[config.mk]
export PLATFORM = sky130hd
export DESIGN_NAME = operand_fetch
export DESIGN_NICKNAME = d
export VERILOG_FILES = /design/src/rtl/nyakuo_pkg.sv /design/src/rtl/operand_fetch_regfile.sv /design/src/rtl/operand_fetch.sv
export SDC_FILE = /design/constraint.sdc
export NUM_CORES = 2
export LEC_CHECK = 0
export BUFFER_PORTS_ARGS = -buffer_cell sky130_fd_sc_hd__buf_2
export CORE_MARGIN = 2
export CORE_UTILIZATION = 55
export CTS_BUF_LIST = sky130_fd_sc_hd__clkbuf_8
export CTS_CLUSTER_DIAMETER = 100
export CTS_CLUSTER_SIZE = 8
export DETAILED_ROUTE_END_ITERATION = 16
export MAX_ROUTING_LAYER = met4
export PLACE_DENSITY = 0.72
export SLEW_MARGIN = 10
export SYNTH_ARGS = -nofsm -noshare
export SYNTH_HDL_FRONTEND = slang
export SYNTH_SLANG_ARGS = --single-unit
[constraint.sdc]
create_clock -name clk_i -period 5.3 [get_ports clk_i]
set_input_delay 0.53 -clock clk_i [delete_from_list [all_inputs] [get_ports clk_i]]
set_output_delay 0.53 -clock clk_i [all_outputs]
set_load 0.05 [all_outputs]
[src/rtl/nyakuo_pkg.sv]
// nyakuo_pkg: shared types for the nyakuo core pipeline.
package nyakuo_pkg;
  localparam int XLEN = 32;
  typedef logic [4:0] reg_idx_t;
  typedef enum logic [4:0] {
    ADD, SUB, SLL, SLT, SLTU, XOR, SRL, SRA, OR, AND,
    ADDI, SLTI, SLTIU, XORI, ORI, ANDI, SLLI, SRLI, SRAI, LUI
  } instruction;
  localparam instruction NOP_INST = ADDI;
  typedef struct packed {
    instruction      inst;
    logic [XLEN-1:0] operand_a;
    logic [XLEN-1:0] operand_b;
    reg_idx_t        rd;
  } fetch_out_t;
endpackage

[src/rtl/operand_fetch_regfile.sv]
// regfile: integer register file, two write-through read ports, one write port, x0 hardwired to zero.
module regfile #(
  parameter int XLEN = nyakuo_pkg::XLEN,
  parameter int NREG = 32
) (
  input  logic                 clk_i,
  input  logic                 rst_i,
  input  nyakuo_pkg::reg_idx_t ra1_i,
  input  nyakuo_pkg::reg_idx_t ra2_i,
  output logic [XLEN-1:0]      rd1_o,
  output logic [XLEN-1:0]      rd2_o,
  input  logic                 we_i,
  input  nyakuo_pkg::reg_idx_t wa_i,
  input  logic [XLEN-1:0]      wd_i
);
  logic [XLEN-1:0] mem_q [NREG];
  logic            wr;
  assign wr    = we_i && wa_i != '0;
  assign rd1_o = ra1_i == '0 ? '0 : (wr && wa_i == ra1_i) ? wd_i : mem_q[ra1_i];
  assign rd2_o = ra2_i == '0 ? '0 : (wr && wa_i == ra2_i) ? wd_i : mem_q[ra2_i];
  always_ff @(posedge clk_i) begin
    if (rst_i) begin
      for (int i = 0; i < NREG; i++) mem_q[i] <= '0;
    end else if (wr) begin
      mem_q[wa_i] <= wd_i;
    end
  end
endmodule

[src/rtl/operand_fetch.sv]
// operand_fetch: issue stage with busy scoreboard, writeback bypass and a single-entry output slot.
module operand_fetch import nyakuo_pkg::*; #(
  parameter int XLEN = nyakuo_pkg::XLEN,
  parameter int NREG = 32
) (
  input  logic            clk_i,
  input  logic            rst_i,
  input  logic            flush_i,
  input  logic            dec_valid_i,
  output logic            dec_ready_o,
  input  instruction      dec_inst_i,
  input  reg_idx_t        dec_rs1_i,
  input  reg_idx_t        dec_rs2_i,
  input  reg_idx_t        dec_rd_i,
  input  logic [XLEN-1:0] dec_imm_i,
  input  logic            dec_use_imm_i,
  output logic            ex_valid_o,
  input  logic            ex_ready_i,
  output instruction      ex_inst_o,
  output logic [XLEN-1:0] ex_operand_a_o,
  output logic [XLEN-1:0] ex_operand_b_o,
  output reg_idx_t        ex_rd_o,
  input  logic            wb_valid_i,
  input  reg_idx_t        wb_rd_i,
  input  logic [XLEN-1:0] wb_data_i
);
  localparam logic [NREG-1:0] ONE = {{(NREG-1){1'b0}}, 1'b1};
  logic [NREG-1:0] busy_q, busy_d, clr, set, pend;
  logic [XLEN-1:0] rs1_val, rs2_val;
  logic            valid_q, valid_d, hazard, accept;
  fetch_out_t      out_q, out_d;
  regfile #(.XLEN(XLEN), .NREG(NREG)) u_regfile (
    .clk_i (clk_i),
    .rst_i (rst_i),
    .ra1_i (dec_rs1_i),
    .ra2_i (dec_rs2_i),
    .rd1_o (rs1_val),
    .rd2_o (rs2_val),
    .we_i  (wb_valid_i),
    .wa_i  (wb_rd_i),
    .wd_i  (wb_data_i)
  );
  // A register cleared by writeback this cycle no longer blocks issue; its value is bypassed.
  always_comb begin
    clr         = wb_valid_i ? ONE << wb_rd_i : '0;
    pend        = busy_q & ~clr;
    hazard      = pend[dec_rs1_i] | (!dec_use_imm_i & pend[dec_rs2_i]) |
                  ((dec_rd_i != '0) & pend[dec_rd_i]);
    dec_ready_o = !rst_i && !flush_i && !hazard && (!valid_q || ex_ready_i);
    accept      = dec_valid_i && dec_ready_o;
    set         = (accept && dec_rd_i != '0) ? ONE << dec_rd_i : '0;
    busy_d      = flush_i ? '0 : (pend | set);
    valid_d     = flush_i ? 1'b0 : accept ? 1'b1 : ex_ready_i ? 1'b0 : valid_q;
    out_d       = accept ? '{inst:      dec_inst_i,
                             operand_a: rs1_val,
                             operand_b: dec_use_imm_i ? dec_imm_i : rs2_val,
                             rd:        dec_rd_i} : out_q;
  end
  always_ff @(posedge clk_i) begin
    if (rst_i) begin
      busy_q  <= '0;
      valid_q <= 1'b0;
      out_q   <= '{inst: NOP_INST, operand_a: '0, operand_b: '0, rd: '0};
    end else begin
      busy_q  <= busy_d;
      valid_q <= valid_d;
      out_q   <= out_d;
    end
  end
  assign ex_valid_o     = valid_q;
  assign ex_inst_o      = out_q.inst;
  assign ex_operand_a_o = out_q.operand_a;
  assign ex_operand_b_o = out_q.operand_b;
  assign ex_rd_o        = out_q.rd;
endmodule

==> impl_metrics.env <==
export IMPL_arrival_ps=4140
export IMPL_io_pins=172
export IMPL_startpoint_type="input port"
export IMPL_cts_root_buffer="clkbuf_8"
export IMPL_r2r_end="busy_q[14]"
export IMPL_start_util_pct=55.5
export IMPL_worst_hold_slack_ps=78.5
export IMPL_synth_avg_cell_area_um2=14.0
export IMPL_fp_coreArea_um2=109000
export IMPL_postCtsSetupRepairBufs=0
export IMPL_drive_above_1_share_pct=23.5
export IMPL_die_h_um=336
export IMPL_clock_latency_ps=920
export IMPL_hold_start="dec_imm_i[15]"
export IMPL_met1_usage_pct=50.5
export IMPL_pwr_share_clk_pct=32.0
export IMPL_r2r_start="busy_q[22]"
export IMPL_antenna_left=0
export IMPL_slew_headroom_pct=10.8
export IMPL_max_cap_violations=0
export IMPL_worstHoldPathCells=3
export IMPL_clkSinkCount=1131
export IMPL_skew_ps=62.1
export IMPL_synth_common_cells="edfxtp_1, and2_1, mux4_2, clkbuf_1, mux2i_1"
export IMPL_rsz0062_at_grt="false"
export IMPL_post_cts_resized=0
export IMPL_tns_ps=0
export IMPL_post_route_util_pct=60.9
export IMPL_clockBufferDepth=3
export IMPL_tightest_slew_ps=1330
export IMPL_drc_errors=0
export IMPL_finalHoldViolCount=0
export IMPL_num_vias=42600
export IMPL_finalSetupViolations=0
export IMPL_finalNonFillerCells=5877
export IMPL_synth_top_cell_area_share_pct=50.8
export IMPL_synthToLayoutAreaGrowth_pct=9.69
export IMPL_drt_first_iter_violations=7403
export IMPL_internal_power_mw=14.1
export IMPL_syn_inst=4322
export IMPL_die_area_um2=113000
export IMPL_slew_violations=0
export IMPL_yosysSeqAreaShare_pct=54.3
export IMPL_setup_ws_ps=629
export IMPL_cp_data_required_time_ps=4770
export IMPL_multi_input_area_um2=26500
export IMPL_die_w_um=336
export IMPL_fmax_mhz=214
export IMPL_busiest_layer="met2"
export IMPL_htreeDepth=4
export IMPL_grt_use_total_pct=40.6
export IMPL_clk_pin_slew_ps=80
export IMPL_use_met2_pct=57.9
export IMPL_rows=121
export IMPL_synth_area_um2=60500
export IMPL_synth_edff_count=1024
export IMPL_grt_max_degree=121
export IMPL_seq_power_share_pct=53.5
export IMPL_yosys_cell_count_top_type="edfxtp_1"
export IMPL_endpoint_kind="output port"
export IMPL_async_reset_ff_share_pct=0
export IMPL_cts_tree="yes"
export IMPL_yosys_area_top_type="edfxtp_1"
export IMPL_io_buffer_count=171
export IMPL_place_gp_congestion=1.02
export IMPL_power_switching_mw=5.41
export IMPL_dp_worst_setup_slack_ps=694
export IMPL_worstHoldEndpoint="ex_operand_b_o[15]"
export IMPL_fin_crit_sh_pct=88.1
export IMPL_hp_class="in -> reg"
export IMPL_finalCriticalPeriod_ps=4670
export IMPL_ys_seq_elements=1131
export IMPL_yosysWarnings=0
export IMPL_met3_usage_pct=14.4
export IMPL_nNetsFinal=4464
export IMPL_cp_max_fo=73
export IMPL_power_leakage_nw=23.5
export IMPL_worst_ir_drop_vdd_mv=0.261
export IMPL_grt_pass1_vias=41100
export IMPL_cts_hold_fix_buffers=14
export IMPL_path_class="in -> out"
export IMPL_status="complete, no violations"
export IMPL_cts_buffers=159
export IMPL_synth_distinct_cells=69
export IMPL_area_sequential_um2=32900
export IMPL_r2r_slack_ps=1930
export IMPL_powerDensity_nw_per_um2=294
export IMPL_antenna_found_initial=23
export IMPL_reg2regPathDepth=9
export IMPL_nFillCells=8068
export IMPL_synthFlopType="edfxtp_1"
export IMPL_grt_first_pass_wirelength_um=307000
export IMPL_wl_per_cell_um=37.7
export IMPL_firstDrtPassIters=8
export IMPL_wl_um=222000
export IMPL_avgViaCountPerCell=7.25
export IMPL_place_inst=5606
export IMPL_gr_total_overflow=0
export IMPL_detailed_place_hpwl_um=126000
export IMPL_comb_power_share_pct=14.6
export IMPL_synth_area_leaders="edfxtp_1, mux4_2, and2_1"
export IMPL_switching_share_pct=27.8
## placed cells by master (no fill, tap or decap), types with 74 or more instances in the layout
cell type  Yosys  final
mux2i_1      319    319
and2_1       995    995
buf_2         12    162
inv_1         17     74
o21ai_0      128     97
dfxtp_1      107    107
edfxtp_1    1024   1024
nand2_1      116    116
a221oi_1     116    116
buf_4          3    111
clkbuf_8       0    161
mux4_2       456    456
## sequential cells by signal, summed over array words and instances, names as in the netlist
signal           count
u_regfile.mem_q   1024
ex_operand_a_o      32
ex_operand_b_o      32
busy_q              32
ex_inst_o            5
ex_valid_o           1
ex_rd_o              5
## how the worst max path moves through the flow
stage	startpoint	to	slack, ps
global route	wb_rd_i[1]	dec_ready_o	540
detailed placement	wb_rd_i[1]	dec_ready_o	690
floorplan	wb_rd_i[1]	u_regfile.mem_q[28][0]	640
global placement	wb_rd_i[1]	dec_ready_o	690
finish	wb_rd_i[1]	dec_ready_o	630
CTS	wb_rd_i[1]	dec_ready_o	680
## per-stage QoR
stage	total power, mW	cell area, um^2
CTS	19.4	66300
detailed placement	13.3	63600
global route	19.9	66400
finish	19.5	66400
floorplan	12.3	60700
global placement	13.3	63600
## cells by family after synthesis
group / count (synthesis) / share of synthesized area, %
DFF: 1131 / 54.3
xor gates and xnor gates: 12 / 0.174
and+or+nand+nor: 1291 / 12.5
other: 1 / 0.00619
AOI/OAI and AO/OA: 610 / 7.34
muxes: 788 / 22.5
buffers and inverters: 489 / 3.14
## power groups by stage
stage               Sequential [mW]  Clock, mW  Combinational [mW]
floorplan                      10.6          0                1.65
global placement               10.6          0                2.71
detailed placement             10.6          0                2.73
CTS                            10.4       6.21                2.75
global route                   10.5       6.54                2.90
finish                         10.4       6.23                2.84
## metal layers
metal	routed length, um	up-vias
met2	99000	3642
met3	33800	760
met5	0	-
met1	75500	21400
met4	13300	0
li1	-	16900
## worst max-delay path, stage by stage
cell and delay, ps:
buf_2 210, or4b_1 800, o21a_1 290, mux4_2 480, a2111oi_2 360, o21ai_1 160
a2111oi_4 540, buf_12 400, buf_2 340
## area by class of cell
type | instances | area share, %
Clock buffer | 161 | 3.34
Sequential cell | 1131 | 49.5
Clock inverter | 75 | 0.552
Tap cell | 1414 | 2.66
Antenna cell | 20 | 0.0754
Multi-Input combinational cell | 2733 | 39.9
Inverter | 17 | 0.106
Timing Repair Buffer | 326 | 3.83
Note: power is estimated with default switching activity, not from simulation.
